===== config.mk =====
export PLATFORM = sky130hd
export DESIGN_NAME = rob_commit_buffer
export DESIGN_NICKNAME = d
export VERILOG_FILES = /design/src/rtl/rob_commit_buffer.sv
export SDC_FILE = /design/constraint.sdc
export NUM_CORES = 1
export LEC_CHECK = 0
export ABC_AREA = 1
export CAP_MARGIN = 30
export CORE_MARGIN = 2
export CORE_UTILIZATION = 43
export CTS_BUF_LIST = sky130_fd_sc_hd__clkbuf_4 sky130_fd_sc_hd__clkbuf_8
export DETAILED_ROUTE_END_ITERATION = 12
export PLACE_DENSITY = 0.65
export REMOVE_ABC_BUFFERS = 1
export SETUP_SLACK_MARGIN = 0.02
export SYNTH_ARGS = -nofsm -noshare
export SYNTH_HDL_FRONTEND = slang
export SYNTH_SLANG_ARGS = --single-unit

===== constraint.sdc =====
create_clock -name clk -period 4.3 [get_ports clk]
set_clock_uncertainty 0.2 [all_clocks]
set_input_delay 0.86 -clock clk [delete_from_list [all_inputs] [get_ports clk]]
set_output_delay 0.86 -clock clk [all_outputs]
set_load 0.02 [all_outputs]

===== src/rtl/rob_commit_buffer.sv =====
// ---------------------------------------------------------------------------
// rob_commit_buffer
//
// In-order reorder buffer. Dispatch allocates entries at the tail, execute
// completes them out of order by tag, and at most one entry retires per cycle
// from the head, strictly in program order. The retire drives a registered
// write port into the architectural register file. A synchronous flush
// discards everything in flight.
//
// Ports:
//   clk, rst          clock, asynchronous active-high reset
//   alloc_valid       dispatch requests an entry
//   alloc_has_dst     instruction writes a destination register
//   alloc_dst_index   destination architectural register
//   alloc_ready       an entry is free (current state, no commit look-ahead)
//   alloc_tag         tag given to the current allocation (tail index)
//   wb_valid/wb_tag/wb_val   execute completion for entry wb_tag
//   flush             drop all in-flight entries at the next edge
//   rob_valid         one-cycle commit write pulse (x0 writes suppressed)
//   rob_dst_val       committed value (holds between commits)
//   rob_dst_index     committed destination (holds between commits)
//   rob_count         number of occupied entries
// ---------------------------------------------------------------------------
module rob_commit_buffer #(
  parameter int NUM_ENTRIES = 16,
  parameter int NUM_AREGS   = 32,
  localparam int TAG_W      = $clog2(NUM_ENTRIES),
  localparam int AREG_W     = $clog2(NUM_AREGS)
) (
  input  logic              clk,
  input  logic              rst,
  input  logic              alloc_valid,
  input  logic              alloc_has_dst,
  input  logic [AREG_W-1:0] alloc_dst_index,
  output logic              alloc_ready,
  output logic [TAG_W-1:0]  alloc_tag,
  input  logic              wb_valid,
  input  logic [TAG_W-1:0]  wb_tag,
  input  logic [31:0]       wb_val,
  input  logic              flush,
  output logic              rob_valid,
  output logic [31:0]       rob_dst_val,
  output logic [AREG_W-1:0] rob_dst_index,
  output logic [TAG_W:0]    rob_count
);

  localparam logic [TAG_W:0] FULL_COUNT = (TAG_W+1)'(NUM_ENTRIES);
  localparam logic [TAG_W:0] PTR_ONE    = (TAG_W+1)'(1);

  // Control state: needs reset.
  logic [NUM_ENTRIES-1:0] valid_q, valid_d;
  logic [NUM_ENTRIES-1:0] done_q, done_d;
  logic [TAG_W:0]         head_q, head_d;
  logic [TAG_W:0]         tail_q, tail_d;
  logic                   rob_valid_q, rob_valid_d;
  logic [31:0]            rob_dst_val_q, rob_dst_val_d;
  logic [AREG_W-1:0]      rob_dst_index_q, rob_dst_index_d;

  // Payload storage: only meaningful while the matching valid/done bit is
  // set, so it carries no reset.
  logic [NUM_ENTRIES-1:0] has_dst_mem;
  logic [AREG_W-1:0]      dst_mem   [NUM_ENTRIES];
  logic [31:0]            value_mem [NUM_ENTRIES];

  logic [TAG_W-1:0] head_idx;
  logic [TAG_W-1:0] tail_idx;
  logic             alloc_fire;
  logic             wb_fire;
  logic             commit;

  assign head_idx  = head_q[TAG_W-1:0];
  assign tail_idx  = tail_q[TAG_W-1:0];

  // Wrap bits make tail - head the exact occupancy, including the full case.
  assign rob_count   = tail_q - head_q;
  assign alloc_ready = (rob_count != FULL_COUNT);
  assign alloc_tag   = tail_idx;

  assign alloc_fire = alloc_valid && alloc_ready && !flush;
  assign wb_fire    = wb_valid && valid_q[wb_tag] && !flush;
  assign commit     = valid_q[head_idx] && done_q[head_idx] && !flush;

  always_comb begin
    valid_d         = valid_q;
    done_d          = done_q;
    head_d          = head_q;
    tail_d          = tail_q;
    rob_valid_d     = 1'b0;
    rob_dst_val_d   = rob_dst_val_q;
    rob_dst_index_d = rob_dst_index_q;

    if (flush) begin
      valid_d = '0;
      done_d  = '0;
      head_d  = '0;
      tail_d  = '0;
    end else begin
      if (alloc_fire) begin
        valid_d[tail_idx] = 1'b1;
        done_d[tail_idx]  = 1'b0;
        tail_d            = tail_q + PTR_ONE;
      end
      if (wb_fire) begin
        done_d[wb_tag] = 1'b1;
      end
      // Commit reads the payload of the head as it was before this edge, so
      // a same-cycle writeback to another entry never disturbs it.
      if (commit) begin
        valid_d[head_idx] = 1'b0;
        head_d            = head_q + PTR_ONE;
        rob_valid_d       = has_dst_mem[head_idx] && (dst_mem[head_idx] != '0);
        rob_dst_val_d     = value_mem[head_idx];
        rob_dst_index_d   = dst_mem[head_idx];
      end
    end
  end

  always_ff @(posedge clk or posedge rst) begin
    if (rst) begin
      valid_q         <= '0;
      done_q          <= '0;
      head_q          <= '0;
      tail_q          <= '0;
      rob_valid_q     <= 1'b0;
      rob_dst_val_q   <= '0;
      rob_dst_index_q <= '0;
    end else begin
      valid_q         <= valid_d;
      done_q          <= done_d;
      head_q          <= head_d;
      tail_q          <= tail_d;
      rob_valid_q     <= rob_valid_d;
      rob_dst_val_q   <= rob_dst_val_d;
      rob_dst_index_q <= rob_dst_index_d;
    end
  end

  always_ff @(posedge clk) begin
    if (alloc_fire) begin
      has_dst_mem[tail_idx] <= alloc_has_dst;
      dst_mem[tail_idx]     <= alloc_dst_index;
    end
    if (wb_fire) begin
      value_mem[wb_tag] <= wb_val;
    end
  end

  assign rob_valid     = rob_valid_q;
  assign rob_dst_val   = rob_dst_val_q;
  assign rob_dst_index = rob_dst_index_q;

endmodule


==> flow_summary.toml, run 1 <==
[run_status]
outcome = "completed"

[timing]
fin_ws_ns = 0.230
max_slew_margin_pct = 20.7
rsz0062_at_grt = "false"
setup_viol = 0
finalCriticalPeriod_ns = 4.07
tightest_slew_ns = 1.19
slew_violations = 0
hold_viol = 0
post-route-period-util_pct = 94.7
max_freq_mhz = 246
final.hold.worst_slack_ns = 0.278

[synth]
yosysTopAreaCellShare_pct = 65.2
netlist_instances = 2367
synth_fa_ha_area_share_pct = 0.608
yosysSeqAreaShare_pct = 72.4
synth.largest_area_cell = "edfxtp_1"
synth_top_family_by_area = "simple AND/OR/NAND/NOR gates"
synth_seq_cells = 688
synth_compound_area_share_pct = 9.77
synthSimpleGateAreaFrac_pct = 12.9
ys_warn_count = 0
yosys-top-cells-area = "edfxtp_1, dfrtp_1, nand2_1"
synth.area.mux_share_pct = 0
ys_types = 33
synthXorXnorAreaFrac_pct = 0.0938
synthesis.area_mm2 = 0.0280
syn_avg_cell_area_um2 = 11.8

[detailed_routing]
wl_per_cell_um = 21.0
wirelength_um = 71500
drt_iter0_drc = 2169
ant_nets = 0
viasPerCell = 5.53
first_pass_iters = 7
vias = 18804
drc = 0

[global_routing]
grt_max_degree = 246
grt_pass1_vias = 18462
antenna_found_initial = 1
gr-total-overflow = 0
grt_pass1_wl_um = 109000
grtUsageTotal_pct = 21.2

[cells_and_area]
fin_nets = 2515
multi_input_area_mm2 = 0.00657
final_cells = 3398
diodes = 0
final_util_pct = 49.6
drive_gt1_share_pct = 9.99
register_area_mm2 = 0.0203
fill_cells = 5682
syn_to_final_growth_pct = 14.2

[placement]
placedCellCount = 3202
dpl.hpwl_um = 40800
gp_congestion = 0.912
io_buffers = 94
place_ws_ns = 0.472

[floorplanning]
dieArea_mm2 = 0.0672
die-height_um = 259
ios = 95
core_mm2 = 0.0645
start_util_pct = 43.4
row_count = 93
dieWidth_um = 259

[clock_network]
clock-sinks = 688
clk-insertion-delay-late_ns = 0.71
cts_root_buffer = "clkbuf_8"
numCtsBuffers = 106
clockBufferDepth = 3
holdBufCountCts = 0
cts_max_level = 3
path_clk_slew_ns = 0.06
cts_tree = "yes"
cts_resized = 1
post_cts_buffers = 0

[power_and_ir_drop]
total_power_mw = 13.1
peakVddDrop_uv = 223
power.leakage_nw = 11.6
power.density_mw_per_mm2 = 410

[setup_path]
required_ns = 3.24
critPathCaptureType = "primary output"
cp_max_fo = 17
worstSetupPathType = "register to primary output"
critPathArrivalTime_ns = 3.01
startpoint_type = "register"

[job]
maxCapViolCount = 0

[hold_path]
hold_class = "register to register"
-- state kept, by name (all words and copies together) (netlist names) --
| register | cells |
|---|---|
| value_mem | 512 |
| rob_valid | 1 |
| rob_dst_val | 32 |
| rob_dst_index | 5 |
| head_q | 5 |
| has_dst_mem | 16 |
| tail_q | 5 |
| done_q | 16 |
| dst_mem | 80 |
| valid_q | 16 |
-- Yosys cell counts --
| cell | number |
|---|---|
| buf_4 | 16 |
| nor3_1 | 5 |
| or2_2 | 1 |
| inv_2 | 2 |
| inv_4 | 1 |
| nand2_1 | 394 |
| nand4_1 | 47 |
| nor3_2 | 1 |
| xnor2_1 | 1 |
| dfrtp_1 | 80 |
| a22oi_1 | 1 |
| nor2_4 | 2 |
| xor2_1 | 2 |
| nand3_2 | 1 |
| nand2_4 | 1 |
| buf_2 | 52 |
| nand3_1 | 93 |
| a22o_1 | 3 |
| fa_1 | 1 |
| clkbuf_1 | 72 |
| o21ai_1 | 46 |
| edfxtp_1 | 608 |
| nand2_2 | 1 |
| buf_6 | 8 |
| o21ai_0 | 286 |
| buf_1 | 5 |
| a21oi_1 | 53 |
| o22ai_1 | 124 |
| nor2_2 | 4 |
| nand3b_1 | 3 |
| ha_1 | 12 |
| inv_1 | 111 |
| nor2_1 | 330 |
-- cell usage in the layout, fill, tap and decap left out, drive strengths merged, types with 2 or more instances in the layout --
cell type      synthesis  routed
ha                    12      12
o21ai                332     332
xor2                   2       2
nand3                 94      94
clkdlybuf4s50          0      93
nand4                 47      47
inv                  114     116
buf                   81      39
clkinvlp               0       2
nand2                396     396
o22ai                124     124
clkbuf                72     161
nand3b                 3       3
nor2                 336     336
edfxtp               608     608
dfrtp                 80      80
bufinv                 0       2
clkinv                 0      29
a21oi                 53      53
a22o                   3       3
nor3                   6       6
-- path summary, 6_finish.rpt --
kind / start / to / slack (ns) / cells after the start
min in group asynchronous: rst / rob_dst_val[19] / 0.48 / 2
worst min register to register: rob_dst_val[22] / rob_dst_val[22] / 0.28 / 2
max in group asynchronous: rst / rob_dst_val[25] / 2.60 / 3
worst max register to register: head_q[0] / rob_dst_val[5] / 0.94 / 8
worst min-delay path: rob_dst_val[22] / rob_dst_val[22] / 0.28 / 2
worst max-delay path: tail_q[0] / alloc_ready / 0.23 / 9
-- layout make-up --
cell class,count,area share (%)
flip-flops and latches,688,63.4
multi-input cells,1412,20.6
clock buffers,161,6.07
repair buffers,133,4.52
well taps,855,3.35
inverters,114,1.38
clock inverters,35,0.716
-- routing by layer --
layer | up-vias | part of all wire (%) | global-route usage (%)
met3 | 143 | 7.2 | 3.64
met4 | 2 | 2.6 | 6.75
met5 | - | 0.015 | 0
met2 | 793 | 47 | 33.7
met1 | 9287 | 44 | 29.7
li1 | 8579 | - | -
-- through the flow --
stage	setup TNS [ns]	area [µm²]
after global placement	0	29800
after detailed placement	0	29800
after global routing	0	32000
after CTS	0	32000
final	0	32000
after floorplan	-651.20	27200
-- report_power, final --
group	total [mW]	internal, mW	switching (mW)
combinational	0.264	0.0699	0.194
clock	5.54	3.00	2.54
sequential	7.29	7.29	0.00585
total	13.1	10.4	2.74
-- kinds of logic (layout without fill, tap and decap cells) --
logic type | Yosys count | after routing
AND/OR/NAND/NOR | 883 | 883
flip-flops | 688 | 688
AO/OA/AOI/OAI | 513 | 513
buffers and inverters | 267 | 443
adder cells (fa/ha/maj) | 13 | 13
XOR/XNOR | 3 | 3
-- worst max-delay path: stages, from the launching register on --
cell	delay, ns
dfrtp_1	0.42
inv_1	0.13
ha_1	0.24
fa_1	0.40
nand3b_1	0.20
nand2_1	0.09
nand2_1	0.05
nand2_1	0.08
nand3_2	0.27
dlygate4sd2_1	0.43
(Power assumes the default switching activity.)
==> inputs of run 2 (changes only) <==
==> constraint.sdc (replaced) <==
create_clock -name clk -period 4.3 [get_ports clk]
set_clock_uncertainty 0.2 [all_clocks]
set_input_delay 0.86 -clock clk [delete_from_list [all_inputs] [get_ports clk]]
set_output_delay 0.86 -clock clk [all_outputs]
set_load 0.005 [all_outputs]
==> run 2 against run 1 <==
Effect of this change: utilization up 0.31 points; combinational power about the same; worst hold slack better by 0.0034 ns; clock-buffer cell count up 13; total power up 1.7%; sequential power about the same; global-route usage up 0.64 points; final cell count up 0.24%; critical path depth down 1; via count up 0.50%; setup slack better by 0.086 ns; routed wire length up 2.6%; critical path type unchanged; largest cell class unchanged.
==> flow_summary.toml, run 2 (synthesis results as in run 1) <==
[setup_path]
startpoint_type = "register"
critical_path_cell_count = 8
required_ns = 3.24
worstSetupPathType = "register to primary output"
cp-startpoint = "tail_q[0]"
critPathCapture = "alloc_ready"
r2r_start = "head_q[0]"
critPathArrivalTime_ns = 2.92
cp_top_family = "adder cells"
cp_cell_sequence = "inv_1, ha_1, fa_1, nand3b_1, nand3_1, nand2_1, nand3_4, clkdlybuf4s50_1"
cp_max_fo = 5
reg2regPathDepth = 8
critPathCaptureType = "primary output"
max_stage_delay_ns = 0.50
cp_num_buf_inv = 2
cp_slowest_cell = "clkdlybuf4s50_1"
reg2reg_slack_ns = 0.81
timing.rr.end = "rob_dst_val[10]"

[timing]
finalCriticalPeriod_ns = 3.98
post-route-period-util_pct = 92.7
setup_viol = 0
hold_viol = 0
final.hold.worst_slack_ns = 0.281
max_slew_margin_pct = 37.1
tightest_slew_ns = 0.944
rsz0062_at_grt = "false"
setup_tns_ns = 0
max_freq_mhz = 251
slew_violations = 0

[clock_network]
holdBufCountCts = 0
clockBufferDepth = 3
cts_root_buffer = "clkbuf_8"
numCtsBuffers = 105
clock-sinks = 688
cts_tree = "yes"
cts_max_level = 3
clk-insertion-delay-late_ns = 0.72
path_clk_slew_ns = 0.06

[global_routing]
grt_pass1_vias = 18781
gr-total-overflow = 0
grtUsageTotal_pct = 21.8
antenna_found_initial = 0
grt_max_degree = 156
grt_pass1_wl_um = 112000

[cells_and_area]
largest_reg_flops = 512
regMostFlops = "value_mem"
design_area_mm2 = 0.0322
mostFrequentLayoutCell = "edfxtp_1"
final_cells = 3406
drive_gt1_share_pct = 10.7
diodes = 0
mostFrequentLayoutCells = "edfxtp_1, nand2_1, nor2_1, o21ai_0, clkbuf_8"
fin_nets = 2519
syn_to_final_growth_pct = 14.9

[power_and_ir_drop]
p_seq_share_pct = 54.8
switching_share_pct = 20.7
internal_power_mw = 10.6
power.leakage_nw = 11.7
power.share.clock_pct = 43.3
peakVddDrop_uv = 233
pwr-share-comb_pct = 2.0
power.density_mw_per_mm2 = 414
p_sw_mw = 2.76
total_power_mw = 13.3

[detailed_routing]
ant_nets = 0
wl_per_cell_um = 21.5
viasPerCell = 5.55
vias = 18898
drt_iter0_drc = 2039
first_pass_iters = 8
drc = 0
wirelength_um = 73300

[floorplanning]
ios = 95
row_count = 93
dieArea_mm2 = 0.0672
core_mm2 = 0.0645
dieWidth_um = 259
start_util_pct = 43.4
die-height_um = 259

[placement]
io_buffers = 94
placedCellCount = 3204
gp_congestion = 0.901
dpl.hpwl_um = 42000
place_area_mm2 = 0.0298

[hold_path]
hold_class = "register to register"

[job]
maxCapViolCount = 0

[run_status]
outcome = "completed"
## run 2: through the flow
step | util [%] | setup WS [ns]
6_report | 49.9 | 0.316
5_1_grt | 49.9 | 0.141
4_1_cts | 49.8 | 0.115
3_5_place_dp | 46.2 | 0.562
3_3_place_gp | 46.2 | 0.603
2_1_floorplan | - | -5.28
## run 2: area by class of cell
| type | instances | area [µm²] |
|---|---|---|
| multi-input cells | 1412 | 6580 |
| repair buffers | 138 | 1500 |
| clock inverters | 25 | 214 |
| fillers | 5618 | 32300 |
| well taps | 855 | 1070 |
| inverters | 114 | 440 |
| clock buffers | 174 | 2090 |
| flip-flops and latches | 688 | 20300 |
## run 2: worst min-delay path by stage
stage                          from         endpoint  slack [ns]  cells after the start
CTS                 rob_dst_val[19]  rob_dst_val[19]        0.29                      2
global route        rob_dst_val[19]  rob_dst_val[19]        0.31                      2
finish              rob_dst_val[27]  rob_dst_val[27]        0.28                      2
floorplan            rob_dst_val[0]   rob_dst_val[0]        0.27                      2
global placement     rob_dst_val[6]   rob_dst_val[6]        0.26                      2
detailed placement   rob_dst_val[6]   rob_dst_val[6]        0.26                      2
## run 2: routing by layer
layer	wire length, µm	track usage, %
met4	1690	6.16
met2	34900	35.4
met1	31100	30.2
met3	5610	4.11
met5	0	0
## run 2: power groups by stage
stage / logic, mW / clock network (mW) / registers, mW
2_1_floorplan: 0.0676 / 0 / 7.43
3_3_place_gp: 0.254 / 0 / 7.43
3_5_place_dp: 0.262 / 0 / 7.43
4_1_cts: 0.264 / 5.85 / 7.29
5_1_grt: 0.289 / 6.15 / 7.29
6_report: 0.265 / 5.76 / 7.29
## run 2: repair_timing
action,in CTS,in global routing
gates resized for setup,1,0
buffers inserted,1,1
setup endpoints to repair,1,1
## run 2: tightest hold or removal path: stages (launching register included)
cell	delay [ns]
dfrtp_1	0.34
nand2_1	0.06
nand2_1	0.05
==> inputs of run 3 (changes only) <==
--- a/config.mk
+++ b/config.mk
@@ -9,7 +9,6 @@
 export CAP_MARGIN = 30
 export CORE_MARGIN = 2
 export CORE_UTILIZATION = 43
-export CTS_BUF_LIST = sky130_fd_sc_hd__clkbuf_4 sky130_fd_sc_hd__clkbuf_8
 export DETAILED_ROUTE_END_ITERATION = 12
 export PLACE_DENSITY = 0.65
 export REMOVE_ABC_BUFFERS = 1
==> run 3 against run 2 <==
Effect of this change: register-to-register slack better by 0.03 ns; first-iteration DRC count is 7.8% higher; die area stayed put; clock power hardly changed; critical path type unchanged.
==> flow_summary.toml, run 3 (synthesis results as in run 1) <==
[cells_and_area]
mostFrequentLayoutCells = "edfxtp_1, nand2_1, nor2_1, o21ai_0, o22ai_1"
drive_gt1_share_pct = 6.86
register_area_mm2 = 0.0203
design_area_mm2 = 0.0320
final_util_pct = 49.6
syn_to_final_growth_pct = 14.3
largest_reg_flops = 512
fin_nets = 2484
multi_input_area_mm2 = 0.00658
mostFrequentLayoutCell = "edfxtp_1"
regMostFlops = "value_mem"
diodes = 0
fill_cells = 5657

[global_routing]
grt_pass1_wl_um = 111000
grtUsageTotal_pct = 21.6
grt_max_degree = 156
grt_pass1_vias = 18379
antenna_found_initial = 0
gr-total-overflow = 0

[detailed_routing]
vias = 18765
viasPerCell = 5.63
ant_nets = 0
drt_iter0_drc = 2199
drc = 0
wirelength_um = 72900
first_pass_iters = 6
wl_per_cell_um = 21.9

[timing]
setup_viol = 0
tightest_slew_ns = 0.934
max_freq_mhz = 249
max_slew_margin_pct = 37.7
rsz0062_at_grt = "false"
post-route-period-util_pct = 93.6
slew_violations = 0
finalCriticalPeriod_ns = 4.02
hold_viol = 0

[job]
maxCapViolCount = 0

[placement]
gp_congestion = 0.901
place_area_mm2 = 0.0298
dpl.hpwl_um = 42000
io_buffers = 94

[setup_path]
max_stage_delay_ns = 0.51
startpoint_type = "register"
required_ns = 3.24
r2r_start = "head_q[0]"
critPathArrivalTime_ns = 2.96
critPathCaptureType = "primary output"
path_common_cell = "nand2_1"
reg2regPathDepth = 8
reg2reg_slack_ns = 0.84
cp_slowest_cell = "clkdlybuf4s50_1"
worstSetupPathType = "register to primary output"
cp_cell_sequence = "inv_1, ha_1, fa_1, nand3b_1, nand2_1, nand2_1, nand2_1, nand3_4, clkdlybuf4s50_1"
timing.rr.end = "rob_dst_val[10]"
cp_max_fo = 17

[power_and_ir_drop]
pwr-share-comb_pct = 2.0
internal_power_mw = 10.6
power.leakage_nw = 11.5
power.density_mw_per_mm2 = 415
switching_share_pct = 20.2
p_seq_share_pct = 54.9
total_power_mw = 13.3
p_sw_mw = 2.69
power.share.clock_pct = 43.1
peakVddDrop_uv = 334

[floorplanning]
dieArea_mm2 = 0.0672
ios = 95
die-height_um = 259
start_util_pct = 43.4
dieWidth_um = 259
row_count = 93
core_mm2 = 0.0645

[clock_network]
cts_root_buffer = "clkbuf_16"
clock-sinks = 688
cts_max_level = 3
path_clk_slew_ns = 0.06
numCtsBuffers = 71
clockBufferDepth = 3
cts_tree = "yes"
clk-insertion-delay-late_ns = 0.61

[hold_path]
worstHoldPathCells = 2
hold-path-endpoint = "rob_dst_val[27]"
min_from = "rob_dst_val[27]"
hold_class = "register to register"

[run_status]
outcome = "completed"
## run 3: cell types whose count changed in the layout (fill, tap and decap cells not counted), sizes merged
| cell | before | now |
|---|---|---|
| buf | 44 | 43 |
| clkinv | 19 | 25 |
| clkbuf | 174 | 95 |
| clkinvlp | 3 | 2 |
| inv | 115 | 116 |
## run 3: timing repair
action                     CTS  global route
buffers inserted             0             1
setup endpoints to repair    0             1
hold buffers                 0             0
resized for setup            0             1
## run 3: worst max-delay path by stage
| stage | depth (start not counted) | slack (ns) | endpoint | start |
|---|---|---|---|---|
| 3_5_place_dp | 12 | 0.56 | value_mem[2][1] | wb_tag[0] |
| 5_1_grt | 9 | 0.07 | alloc_ready | tail_q[0] |
| 2_1_floorplan | 11 | -5.28 | rob_dst_val[10] | head_q[0] |
| 3_3_place_gp | 12 | 0.60 | value_mem[0][3] | wb_tag[0] |
| 4_1_cts | 7 | 0.07 | alloc_ready | head_q[1] |
| 6_report | 9 | 0.28 | alloc_ready | tail_q[0] |
## run 3: power groups by stage
stage               clock, mW  sequential (mW)  combinational [mW]
floorplan                   0             7.43              0.0676
global placement            0             7.43               0.254
detailed placement          0             7.43               0.262
CTS                      5.83             7.29               0.263
global route             6.08             7.29               0.289
finish                   5.73             7.29               0.265
## run 3: final cells by class
class / count / share of cell area (%)
Clock buffer: 95 / 5.96
Timing Repair Buffer: 137 / 4.68
Clock inverter: 31 / 0.712
Tap cell: 855 / 3.34
Inverter: 114 / 1.38
Multi-Input combinational cell: 1412 / 20.6
Sequential cell: 688 / 63.4
## run 3: routing by layer
| metal | part of all wire (%) | GRT usage [%] |
|---|---|---|
| met5 | 0 | 0 |
| met4 | 2.3 | 6.00 |
| met3 | 7.6 | 3.86 |
| met2 | 48 | 35.1 |
| met1 | 42 | 30.2 |
## run 3: per-stage QoR
step	hold WS (ns)	cells	TNS (ns)	worst slack (ns)
2_1_floorplan	0.272	2214	-630.86	-5.28
4_1_cts	0.287	3330	0	0.0704
5_1_grt	0.308	3332	0	0.0652
6_report	0.280	3332	0	0.276
3_5_place_dp	0.265	3204	0	0.562
3_3_place_gp	0.264	3204	0	0.603
## run 3: critical path: cells and delay by family (launching register included)
family	cells	cell delay, ns
fa+ha+maj	2	0.65
simple gates	5	0.64
flops	1	0.43
buf+inv	2	0.65
